File: config.mk
export PLATFORM = sky130hd
export DESIGN_NAME = adc_xy_stream
export DESIGN_NICKNAME = d
export VERILOG_FILES = /design/src/rtl/adc_xy_stream.sv
export SDC_FILE = /design/constraint.sdc
export NUM_CORES = 1
export LEC_CHECK = 0
export ABC_AREA = 0
export BUFFER_PORTS_ARGS = -buffer_cell sky130_fd_sc_hd__buf_2
export CAP_MARGIN = 10
export CORE_MARGIN = 5
export CORE_UTILIZATION = 40
export DETAILED_ROUTE_END_ITERATION = 16
export GPL_TIMING_DRIVEN = 1
export PLACE_DENSITY = 0.58
export SLEW_MARGIN = 20
export SYNTH_ARGS = -nofsm -noshare
export SYNTH_HDL_FRONTEND = slang
export SYNTH_SLANG_ARGS = --single-unit
File: constraint.sdc
create_clock -name adc_clk -period 3.4 [get_ports adc_clk]
set_input_delay 1.02 -clock adc_clk [delete_from_list [all_inputs] [get_ports adc_clk]]
set_output_delay 1.02 -clock adc_clk [all_outputs]
set_load 0.02 [all_outputs]
File: src/rtl/adc_xy_stream.sv
// ADC X/Y/RGB capture front end: colour/latency alignment, scale/invert, blank/dedup/decimate
// filtering and a small first-word-fall-through FIFO with valid/ready output and drop accounting.
module adc_xy_stream #(
  parameter int DATA_BITS      = 10,
  parameter int OUT_BITS       = 9,
  parameter int ADC_LATENCY    = 7,
  parameter bit X_INVERT       = 1'b1,
  parameter bit Y_INVERT       = 1'b0,
  parameter int FIFO_ADDR_BITS = 2,
  parameter int CNT_BITS       = 16
) (
  input  logic                 adc_clk,
  input  logic                 reset,
  input  logic                 enable,
  input  logic                 dedup_en,
  input  logic                 keep_blank,
  input  logic [7:0]           decim,
  input  logic [DATA_BITS-1:0] adc_x_io,
  input  logic [DATA_BITS-1:0] adc_y_io,
  input  logic                 adc_red_io,
  input  logic                 adc_grn_io,
  input  logic                 adc_blu_io,
  output logic                 m_tvalid,
  input  logic                 m_tready,
  output logic [OUT_BITS-1:0]  m_x,
  output logic [OUT_BITS-1:0]  m_y,
  output logic                 m_red,
  output logic                 m_grn,
  output logic                 m_blu,
  output logic [CNT_BITS-1:0]  drop_count,
  output logic                 overflow
);

  localparam int SHIFT     = DATA_BITS - OUT_BITS;
  localparam int DEPTH     = 2 ** FIFO_ADDR_BITS;
  localparam int SAMPLE_W  = 2 * OUT_BITS + 3;
  localparam int WARM_BITS = $clog2(ADC_LATENCY + 2);
  localparam logic [DATA_BITS-1:0] MAX_VAL     = {DATA_BITS{1'b1}};
  localparam logic [WARM_BITS-1:0] WARM_TARGET = WARM_BITS'(ADC_LATENCY + 1);

  logic [OUT_BITS-1:0]       xs_q, xs_d, ys_q, ys_d;
  logic [2:0]                rgb_dly_q [ADC_LATENCY+1];
  logic [2:0]                rgb_dly_d [ADC_LATENCY+1];
  logic [WARM_BITS-1:0]      warm_q, warm_d;
  logic [7:0]                cnt_q, cnt_d;
  logic [SAMPLE_W-1:0]       last_q, last_d;
  logic                      last_valid_q, last_valid_d;
  logic [SAMPLE_W-1:0]       mem_q [DEPTH];
  logic [SAMPLE_W-1:0]       mem_d [DEPTH];
  logic [FIFO_ADDR_BITS-1:0] wr_ptr_q, wr_ptr_d, rd_ptr_q, rd_ptr_d;
  logic [FIFO_ADDR_BITS:0]   count_q, count_d;
  logic [CNT_BITS-1:0]       drop_q, drop_d;
  logic                      ovf_q, ovf_d;

  logic [DATA_BITS-1:0] x_adj, y_adj;
  logic [SAMPLE_W-1:0]  sample, head;
  logic                 warm_done, lit, dup, full, pop, candidate, push, drop;

  // The colour delay line is one stage longer than the ADC latency because x/y also pass
  // through a register stage before being judged.
  always_comb begin
    x_adj = X_INVERT ? (MAX_VAL - adc_x_io) : adc_x_io;
    y_adj = Y_INVERT ? (MAX_VAL - adc_y_io) : adc_y_io;
    xs_d  = OUT_BITS'(x_adj >> SHIFT);
    ys_d  = OUT_BITS'(y_adj >> SHIFT);
    rgb_dly_d[0] = {adc_red_io, adc_grn_io, adc_blu_io};
    for (int i = 1; i <= ADC_LATENCY; i++) begin
      rgb_dly_d[i] = rgb_dly_q[i-1];
    end
  end

  always_comb begin
    sample    = {xs_q, ys_q, rgb_dly_q[ADC_LATENCY]};
    head      = mem_q[rd_ptr_q];
    warm_done = (warm_q == WARM_TARGET);
    lit       = |rgb_dly_q[ADC_LATENCY];
    dup       = dedup_en && last_valid_q && (sample == last_q);
    full      = count_q[FIFO_ADDR_BITS];
    pop       = (count_q != '0) && m_tready;
    candidate = warm_done && enable && (cnt_q == 8'd0) && (lit || keep_blank) && !dup;
    push      = candidate && (!full || pop);
    drop      = candidate && full && !pop;
  end

  // Next-state for control and FIFO; the synchronous reset overrides everything at the end.
  always_comb begin
    warm_d       = warm_done ? warm_q : warm_q + 1'b1;
    cnt_d        = cnt_q;
    last_d       = last_q;
    last_valid_d = last_valid_q;
    mem_d        = mem_q;
    wr_ptr_d     = wr_ptr_q;
    rd_ptr_d     = rd_ptr_q;
    count_d      = count_q;
    drop_d       = drop_q;
    ovf_d        = ovf_q;

    if (!enable) begin
      cnt_d = 8'd0;
    end else if (cnt_q == 8'd0) begin
      cnt_d = decim;
    end else begin
      cnt_d = cnt_q - 8'd1;
    end

    if (push) begin
      mem_d[wr_ptr_q] = sample;
      wr_ptr_d        = wr_ptr_q + 1'b1;
      last_d          = sample;
      last_valid_d    = 1'b1;
    end
    if (pop) begin
      rd_ptr_d = rd_ptr_q + 1'b1;
    end
    case ({push, pop})
      2'b10:   count_d = count_q + 1'b1;
      2'b01:   count_d = count_q - 1'b1;
      default: count_d = count_q;
    endcase

    if (drop) begin
      ovf_d = 1'b1;
      if (drop_q != '1) begin
        drop_d = drop_q + 1'b1;
      end
    end

    if (reset) begin
      warm_d       = '0;
      cnt_d        = 8'd0;
      last_valid_d = 1'b0;
      wr_ptr_d     = '0;
      rd_ptr_d     = '0;
      count_d      = '0;
      drop_d       = '0;
      ovf_d        = 1'b0;
    end
  end

  always_ff @(posedge adc_clk) begin
    xs_q         <= xs_d;
    ys_q         <= ys_d;
    rgb_dly_q    <= rgb_dly_d;
    warm_q       <= warm_d;
    cnt_q        <= cnt_d;
    last_q       <= last_d;
    last_valid_q <= last_valid_d;
    mem_q        <= mem_d;
    wr_ptr_q     <= wr_ptr_d;
    rd_ptr_q     <= rd_ptr_d;
    count_q      <= count_d;
    drop_q       <= drop_d;
    ovf_q        <= ovf_d;
  end

  assign m_tvalid   = (count_q != '0);
  assign m_x        = head[SAMPLE_W-1 -: OUT_BITS];
  assign m_y        = head[3 +: OUT_BITS];
  assign m_red      = head[2];
  assign m_grn      = head[1];
  assign m_blu      = head[0];
  assign drop_count = drop_q;
  assign overflow   = ovf_q;

endmodule

# [Yosys cells after proc, flatten, opt, wreduce, memory -nomap -nowiden]
# Cells that the tools add are included.
[word_totals] wordCells=72 latch_bits=0 reg_bits=184 ramBits=0 rom_bits=0 mem_count=0
[op_classes] reduce_logical=22 eq_ne=5 order_cmp=3 addsub=8 shifts=0 n_bitwise=3 n_mul=0 mux=8 n_div=0
[ops] operator="84-bit bitwise mux" count=1
[ops] operator="21-bit 2-to-1 mux" count=3
[ops] operator="21-bit binary-select mux with 2-bit select" count=1
[ops] operator="21-bit demux with 2-bit select" count=1
[ops] operator="21-bit equality test" count=1
[ops] operator="16-bit by 1-bit adder with 16-bit output, second input constant" count=1
[ops] operator="16-bit inequality test, second input constant" count=1
[ops] operator="1-bit logical AND" count=11
[ops] operator="10-bit subtractor, first input constant" count=1
[ops] operator="8-bit logical NOT" count=1
[ops] operator="8-bit 2-to-1 mux" count=1
[ops] operator="8-bit by 1-bit subtractor with 8-bit output, second input constant" count=1
[ops] operator="3-bit greater-or-equal comparator, second input constant" count=2
[ops] operator="2-bit NOT with 3-bit output" count=2
[ops] operator="3-bit case mux with 2 select lines" count=1
[ops] operator="2-bit by 1-bit adder with 2-bit output, second input constant" count=2
[ops] operator="4-bit by 1-bit adder with 4-bit output, second input constant" count=1
[ops] operator="4-bit equality test, second input constant" count=1
[ops] operator="3-bit by 1-bit adder with 3-bit output, second input constant" count=1
[ops] operator="1-bit logical NOT" count=3
[ops] operator="3-bit by 1-bit less-than comparator with 1-bit output, second input constant" count=1
[ops] operator="3-bit nonzero test" count=1
[ops] operator="3-bit OR reduction" count=1
[ops] operator="3-bit by 1-bit subtractor with 3-bit output, second input constant" count=1
[ops] operator="other kinds (7)" count=8

# [Logic depth before layout (Yosys ltp)]
# Gate-level depths: netlist of the first run.
[logic_depth] depth_word=8 depth_mapped=15

# [Worst setup path before layout of the first run]
# OpenSTA, ideal clock, no wires.
[synth_timing] path_type="register to register" from="register cnt_q[0]" to="register count_q[2]" path_buffers=2 setup_slack_ns=-0.338 synth_period_minus_slack_ns=3.738 arrival_ns=3.667 stages_incl_launch_ff=16 path_cell_list="dfxtp_1 -> inv_1 -> ha_1 -> or4b_1 -> buf_2 -> or4_4 -> nor2_1 -> o21a_1 -> clkbuf_1 -> inv_1 -> ha_1 -> inv_1 -> fa_1 -> xor2_1 -> or3_1 -> a21oi_1"
[synth_between] elab_chain_len=7 elab_cells_between_ends=9 classes_between="eq/ne (2); mux (1); reduce/logical (6)"
[synth_rtl] element="from (decl)" line_no="45" text="logic [7:0] cnt_q, cnt_d;"
[synth_rtl] element="from (signal assigned)" line_no="145" text="cnt_q <= cnt_d;"
[synth_rtl] element="8-bit logical NOT *" line_no="80" text="candidate = warm_done && enable && (cnt_q == 8'd0) && (lit || keep_blank) && !dup;"
[synth_rtl] element="1-bit logical AND * (3 in a row)" line_no="80"
[synth_rtl] element="1-bit logical AND *" line_no="81" text="push = candidate && (!full || pop);"
[synth_rtl] element="via push" line_no="57" text="logic warm_done, lit, dup, full, pop, candidate, push, drop;"
[synth_rtl] element="2-bit by 1-bit equality test with 1-bit output / 2-bit equality test (equally long branches)" line_no="115" text="case ({push, pop})"
[synth_rtl] element="3-bit case mux with 2 select lines / 2-bit nonzero test (equally long branches)"
[synth_rtl] element="to (signal assigned)" line_no="151" text="count_q <= count_d;"
[synth_rtl] element="to (decl)" line_no="51" text="logic [FIFO_ADDR_BITS:0] count_q, count_d;"
# Mark *: on every way through the listed nets, which the timed path passes. The rest lies on a longest branch.
# A chain may end at the register's enable or synchronous reset.

# [Worst setup path after layout of the first run]
[layout_timing] from="register cnt_q[0]" to="register count_q[2]"
[layout_between] elab_chain_len=7 elab_cells_between_ends=9 classes_between="eq/ne (2); mux (1); reduce/logical (6)"
[layout_rtl] element="8-bit logical NOT *" line_no="80"
[layout_rtl] element="1-bit logical AND * (3 in a row)" line_no="80"
[layout_rtl] element="1-bit logical AND *" line_no="81"
[layout_rtl] element="2-bit by 1-bit equality test with 1-bit output / 2-bit equality test (equally long branches)" line_no="115"
[layout_rtl] element="3-bit case mux with 2 select lines / 2-bit nonzero test (equally long branches)"
# Every way passes the cells marked *; elsewhere a longest branch is shown, timed or not.

==> results of run 1 <==
worst paths after layout:
path / startpoint / end
setup / recovery: cnt_q[0] / count_q[2]
hold / removal: rgb_dly_d[2] / rgb_dly_q[2]
setup reg to reg: cnt_q[0] / count_q[2]
hold reg to reg: rgb_dly_d[2] / rgb_dly_q[2]
routing by layer:
layer  GRT usage  up-vias
met5           0        -
met3      0.0459       13
li1            -     1804
met4      0.0402        2
met1       0.159     1789
met2       0.211       71
report_power, final:
group          internal, uW  switching [uW]
clock                  1070             816
sequential             2390            42.5
combinational          69.3            84.8
critical path, stage by stage, from the launching register on:
cell and delay, ps:
dfxtp_1 330, inv_1 60, ha_1 200, or4b_1 580
or4_4 610, nor2_1 100, o21a_1 170, inv_1 50
ha_1 200, inv_1 70, fa_1 170, xor2_1 70
or3_1 300, a21oi_1 140
stage by stage:
stage | utilization | setup slack [ps]
6_report | 0.484 | 269
5_1_grt | 0.484 | 64.6
4_1_cts | 0.484 | 254
3_5_place_dp | 0.448 | 238
3_3_place_gp | 0.448 | 272
2_1_floorplan | - | 70.0
logic make-up after synthesis:
family	count (synthesis)
fa+ha+maj	10
buf+inv	34
mux	23
xor+xnor	32
simple gates	107
flops	184
compound gates	47
flip-flops by register name (all words and copies together) (netlist names), 3 cells and up:
register / count
mem_q: 84
ys_q: 9
rgb_dly_q: 3
cnt_q: 8
rgb_dly_d: 21
warm_q: 4
count_q: 3
last_q: 21
xs_q: 9
drop_count: 16
layout by cell type (no fill, tap or decap), types with 2 or more instances in the layout:
cell type / Yosys / routed
ha_1: 9 / 9
nand2b_1: 2 / 2
inv_6: 0 / 3
mux2i_1: 2 / 2
xnor2_1: 6 / 6
clkbuf_16: 0 / 19
clkbuf_8: 1 / 2
o31ai_1: 3 / 3
a21oi_1: 20 / 20
nor4_1: 8 / 8
buf_2: 1 / 73
nand4_1: 8 / 8
clkinv_4: 0 / 3
mux4_2: 21 / 21
and2_1: 5 / 5
inv_1: 20 / 20
or3_1: 11 / 11
nand2_1: 12 / 12
clkinvlp_4: 0 / 2
o21a_1: 2 / 2
or4_1: 3 / 3
a211oi_1: 5 / 5
nor3_1: 4 / 4
buf_12: 0 / 5
xor2_1: 26 / 26
clkinv_2: 0 / 3
and3_1: 2 / 2
edfxtp_1: 105 / 105
nor2_1: 32 / 32
o21ai_0: 12 / 12
buf_4: 0 / 5
dfxtp_1: 79 / 79
nand3_1: 7 / 7
area by class of cell:
| cell class | count | share of cell area |
|---|---|---|
| tap | 220 | 0.0347 |
| inverter | 20 | 0.00946 |
| clock inverter | 11 | 0.0104 |
| timing repair buffer | 83 | 0.0634 |
| clock buffer | 21 | 0.0634 |
| sequential | 184 | 0.596 |
| multi-input combinational | 219 | 0.222 |
==> flow_summary.toml, run 1 <==
[outcome]
run_status = "finished, final reports clean"

[finish]
drive_gt1_frac = 0.270
nNetsFinal = 572
regArea_mm2 = 0.00473
multi_input_area_mm2 = 0.00177
stdcell_count = 758
fill_cells = 1418
final_area_mm2 = 0.00794
antennaDiodeCount = 0
layout-area-overhead-vs-synth_pct = 19.6

[power]
p_total_uw = 4470
p_per_area_mw_per_mm2 = 564
vdd_drop_max_mv = 0.382
power_leakage_uw = 0.00283

[floorplanning]
die_w_um = 139
rows = 47
die_area_mm2 = 0.0193
die_h_um = 139
core_area_mm2 = 0.0164
start_util = 0.405
ios = 76

[timing]
rsz0062_at_grt = "no"
setup_viol = 0
fmax_mhz = 319
fin_worst_skew_ps = 17.3
post-route-period-util = 0.921
hold_ws_ps = 324
slew_violations = 0
slew_headroom = 0.597
finalCriticalPeriod_ps = 3130
tightestPinTransition_ps = 599
setup-tns-final_ps = 0
hold_viol = 0

[placed_design]
place_inst = 726
post_dp_cell_area_mm2 = 0.00735
gp_congestion = 0.756
io_buffer_count = 73
post-dp-hpwl_mm = 7.40

[logic_synthesis]
synth_top_area_cell = "edfxtp_1"
ys_types = 47
avgSynthCellArea_um2 = 15.2
synth_edf_count = 105
synth_area_mm2 = 0.00664
ys.flop_type = "edfxtp_1"
yosys.area_share.simple = 0.0874
synth_top_family_by_area = "simple AND/OR/NAND/NOR gates"
syn_inst = 437
synth_compound_area_frac = 0.0420
synth_mux_area_frac = 0.0743
ys_seq_elements = 184
synth_top_area_frac = 0.475
synth_xor_area_frac = 0.0422
synthAdderAreaFrac = 0.0200
synthArstFlopShare = 0
syn-num-nets = 484
seq_area_frac_synth = 0.713
ys_warn_count = 0
ys_top_cells_by_area = "edfxtp_1 (47%), dfxtp_1 (24%), mux4_2 (7.1%), xor2_1 (3.4%), nor2_1 (1.8%)"
synth.top_cells.by_count = "edfxtp_1 (105), dfxtp_1 (79), nor2_1 (32), xor2_1 (26), mux4_2 (21)"
synthMostInstantiatedCell = "edfxtp_1"

[clocking]
cts_tree = "done"
holdBufCountCts = 0
cts.clk_slew.worst_paths_ps = 70
numCtsBuffers = 17
cts_buffer_depth = 2
clk_latency_ps = 430
ctsHtreeMaxLevel = 4
post_cts.repair.setup_buffers = 0
cts.sinks = 184
cts_resized = 0
root_buffer = "clkbuf_16"

[detailed_routing]
top_layer_used = "met5"
wl_met1_mm = 5.14
wire_per_inst_um = 15.4
wirelength_mm = 11.7
wl_met2_mm = 5.82
via_per_inst = 4.85
ant_nets = 0
via_count = 3679
first_pass_iters = 4
wl_met3_um = 554
drc = 0
drt_iter0_drc = 117

[worst_setup_path]
crit_arrival_ps = 3480
crit_type = "reg -> reg"
cp-start-kind = "register"
rrSetupSlack_ps = 270
critPathCaptureType = "register"
crit_required_ps = 3750
rr_worst_depth = 13
cp_max_fo = 7

[min_path]
hold_class = "reg -> reg"
holdPathStages = 0

[global_routing]
grt_pass1_wl_mm = 19.5
grt_pass1_vias = 3779
antenna_found_initial = 1
grt-ovfl-total = 0
grt_use_total = 0.128
grt_max_degree = 31

[flow_run]
maxCapViolations = 0
Power figures use the tool's default switching activity.
==> run 2, diff against run 1 <==
Settings changed: CORE_UTILIZATION 40 to 45, PLACE_DENSITY 0.58 to 0.65.
==> flow_summary.toml, run 2 (synthesis gave the netlist of run 1 again) <==
[floorplanning]
die_h_um = 131
die_area_mm2 = 0.0173
core_area_mm2 = 0.0145
rows = 44
start_util = 0.459
die_w_um = 131
ios = 76

[finish]
post-route-util = 0.543
antennaDiodeCount = 0
layout-area-overhead-vs-synth_pct = 18.5
drive_gt1_frac = 0.257
largest_reg_flops = 84
nNetsFinal = 572
regMostFlops = "mem_q"
final_common_cell = "edfxtp_1"
mostFrequentLayoutCells = "edfxtp_1 (105), dfxtp_1 (79), buf_2 (73), nor2_1 (32), xor2_1 (26)"

[worst_setup_path]
crit_type = "reg -> reg"
critPathCaptureType = "register"
crit_path_top_delay_cell = "or4_4"
crit_arrival_ps = 3450
cp-start-kind = "register"
crit_required_ps = 3750
path_cells = "inv_1 > ha_1 > or4b_1 > or4_4 > nor2_1 > o21a_1 > inv_1 > ha_1 > inv_1 > fa_1 > xor2_1 > or3_1 > a21oi_1"
worst_path_most_repeated_cell = "inv_1"
rrSetupSlack_ps = 300
slowest_delay_ps = 610
cp_max_fo = 7

[timing]
slew_violations = 0
timing.final.ws_setup_ps = 297
hold_viol = 0
finalCriticalPeriod_ps = 3100
setup_viol = 0
tightestPinTransition_ps = 699
rsz0062_at_grt = "no"
slew_headroom = 0.532
fmax_mhz = 322
setup-tns-final_ps = 0
post-route-period-util = 0.913
fin_worst_skew_ps = 7.90

[outcome]
run_status = "finished, final reports clean"

[placed_design]
gp_congestion = 0.758
io_buffer_count = 73
post-dp-hpwl_mm = 7.56
place_ws_ps = 298

[clocking]
cts_resized = 0
cts.sinks = 184
root_buffer = "clkbuf_16"
numCtsBuffers = 17
cts_buffer_depth = 2
holdBufCountCts = 0
clk_latency_ps = 420
post_cts.repair.setup_buffers = 0
cts.clk_slew.worst_paths_ps = 60
ctsHtreeMaxLevel = 4
cts_tree = "done"

[detailed_routing]
wl_met3_um = 614
wl_met2_mm = 5.87
drt_iter0_drc = 189
top_layer_used = "met5"
via_per_inst = 5.19
wire_per_inst_um = 16.1
drc = 0
ant_nets = 0
wirelength_mm = 11.6
wl_met1_mm = 4.95
first_pass_iters = 4
via_count = 3747

[global_routing]
grt_max_degree = 31
grt_pass1_vias = 3871
antenna_found_initial = 1
grt_use_total = 0.141
grt_pass1_wl_mm = 19.3
grt-ovfl-total = 0

[flow_run]
maxCapViolations = 0

[min_path]
hold_class = "reg -> reg"

[power]
p_per_area_mw_per_mm2 = 571
power_leakage_uw = 0.00282
vdd_drop_max_mv = 0.395
-- run 2: cell count changes in the layout (fill, tap and decap cells not counted) --
cell and delta:
clkbuf_16 -2, buf_4 +1, clkinv_1 +2, buf_12 -1, inv_6 -3, clkbuf_8 -2, clkbuf_1 +5, bufinv_16 +3
clkinv_4 -3
-- run 2: power breakdown --
group / total, uW / switching, uW / internal (uW)
Sequential: 2440 / 42.8 / 2390
Combinational: 151 / 82.2 / 68.5
Clock: 1910 / 760 / 1150
Total: 4490 / 885 / 3610
-- run 2: stage by stage --
stage	cell area, um^2	power [uW]	hold WS (ps)	instances
after CTS	7870	4550	326	722
after floorplan	6640	2590	310	437
final	7870	4490	323	722
after global placement	7300	2630	310	690
after global routing	7870	4680	331	722
after detailed placement	7300	2640	312	690
-- run 2: area by class of cell --
| type | instances | area (um^2) |
|---|---|---|
| clock inverters | 10 | 128 |
| clock buffers | 22 | 444 |
| multi-input cells | 219 | 1770 |
| flip-flops and latches | 184 | 4730 |
| fillers | 1222 | 6610 |
| well taps | 184 | 230 |
| repair buffers | 83 | 490 |
| inverters | 20 | 75.1 |
-- run 2: final timing paths --
kind                startpoint            to  cells past startpoint
hold reg to reg   rgb_dly_d[8]  rgb_dly_d[5]                      0
hold / removal    rgb_dly_d[8]  rgb_dly_d[5]                      0
setup / recovery      cnt_q[0]    count_q[2]                     13
setup reg to reg      cnt_q[0]    count_q[2]                     13
-- run 2: worst max-delay path, delay by kind of cell (launching register included) --
family	cells	cell delay (ps)
AOI/OAI and AO/OA	2	300
xor gates and xnor gates	1	80
DFF	1	330
adders and majority gates	3	560
and+or+nand+nor	4	1590
buffers and inverters	3	190
-- run 2: per-layer routing --
metal	GRT usage	vias up
li1	-	1788
met3	0.0478	14
met5	0	-
met1	0.172	1859
met4	0.0480	2
met2	0.234	84
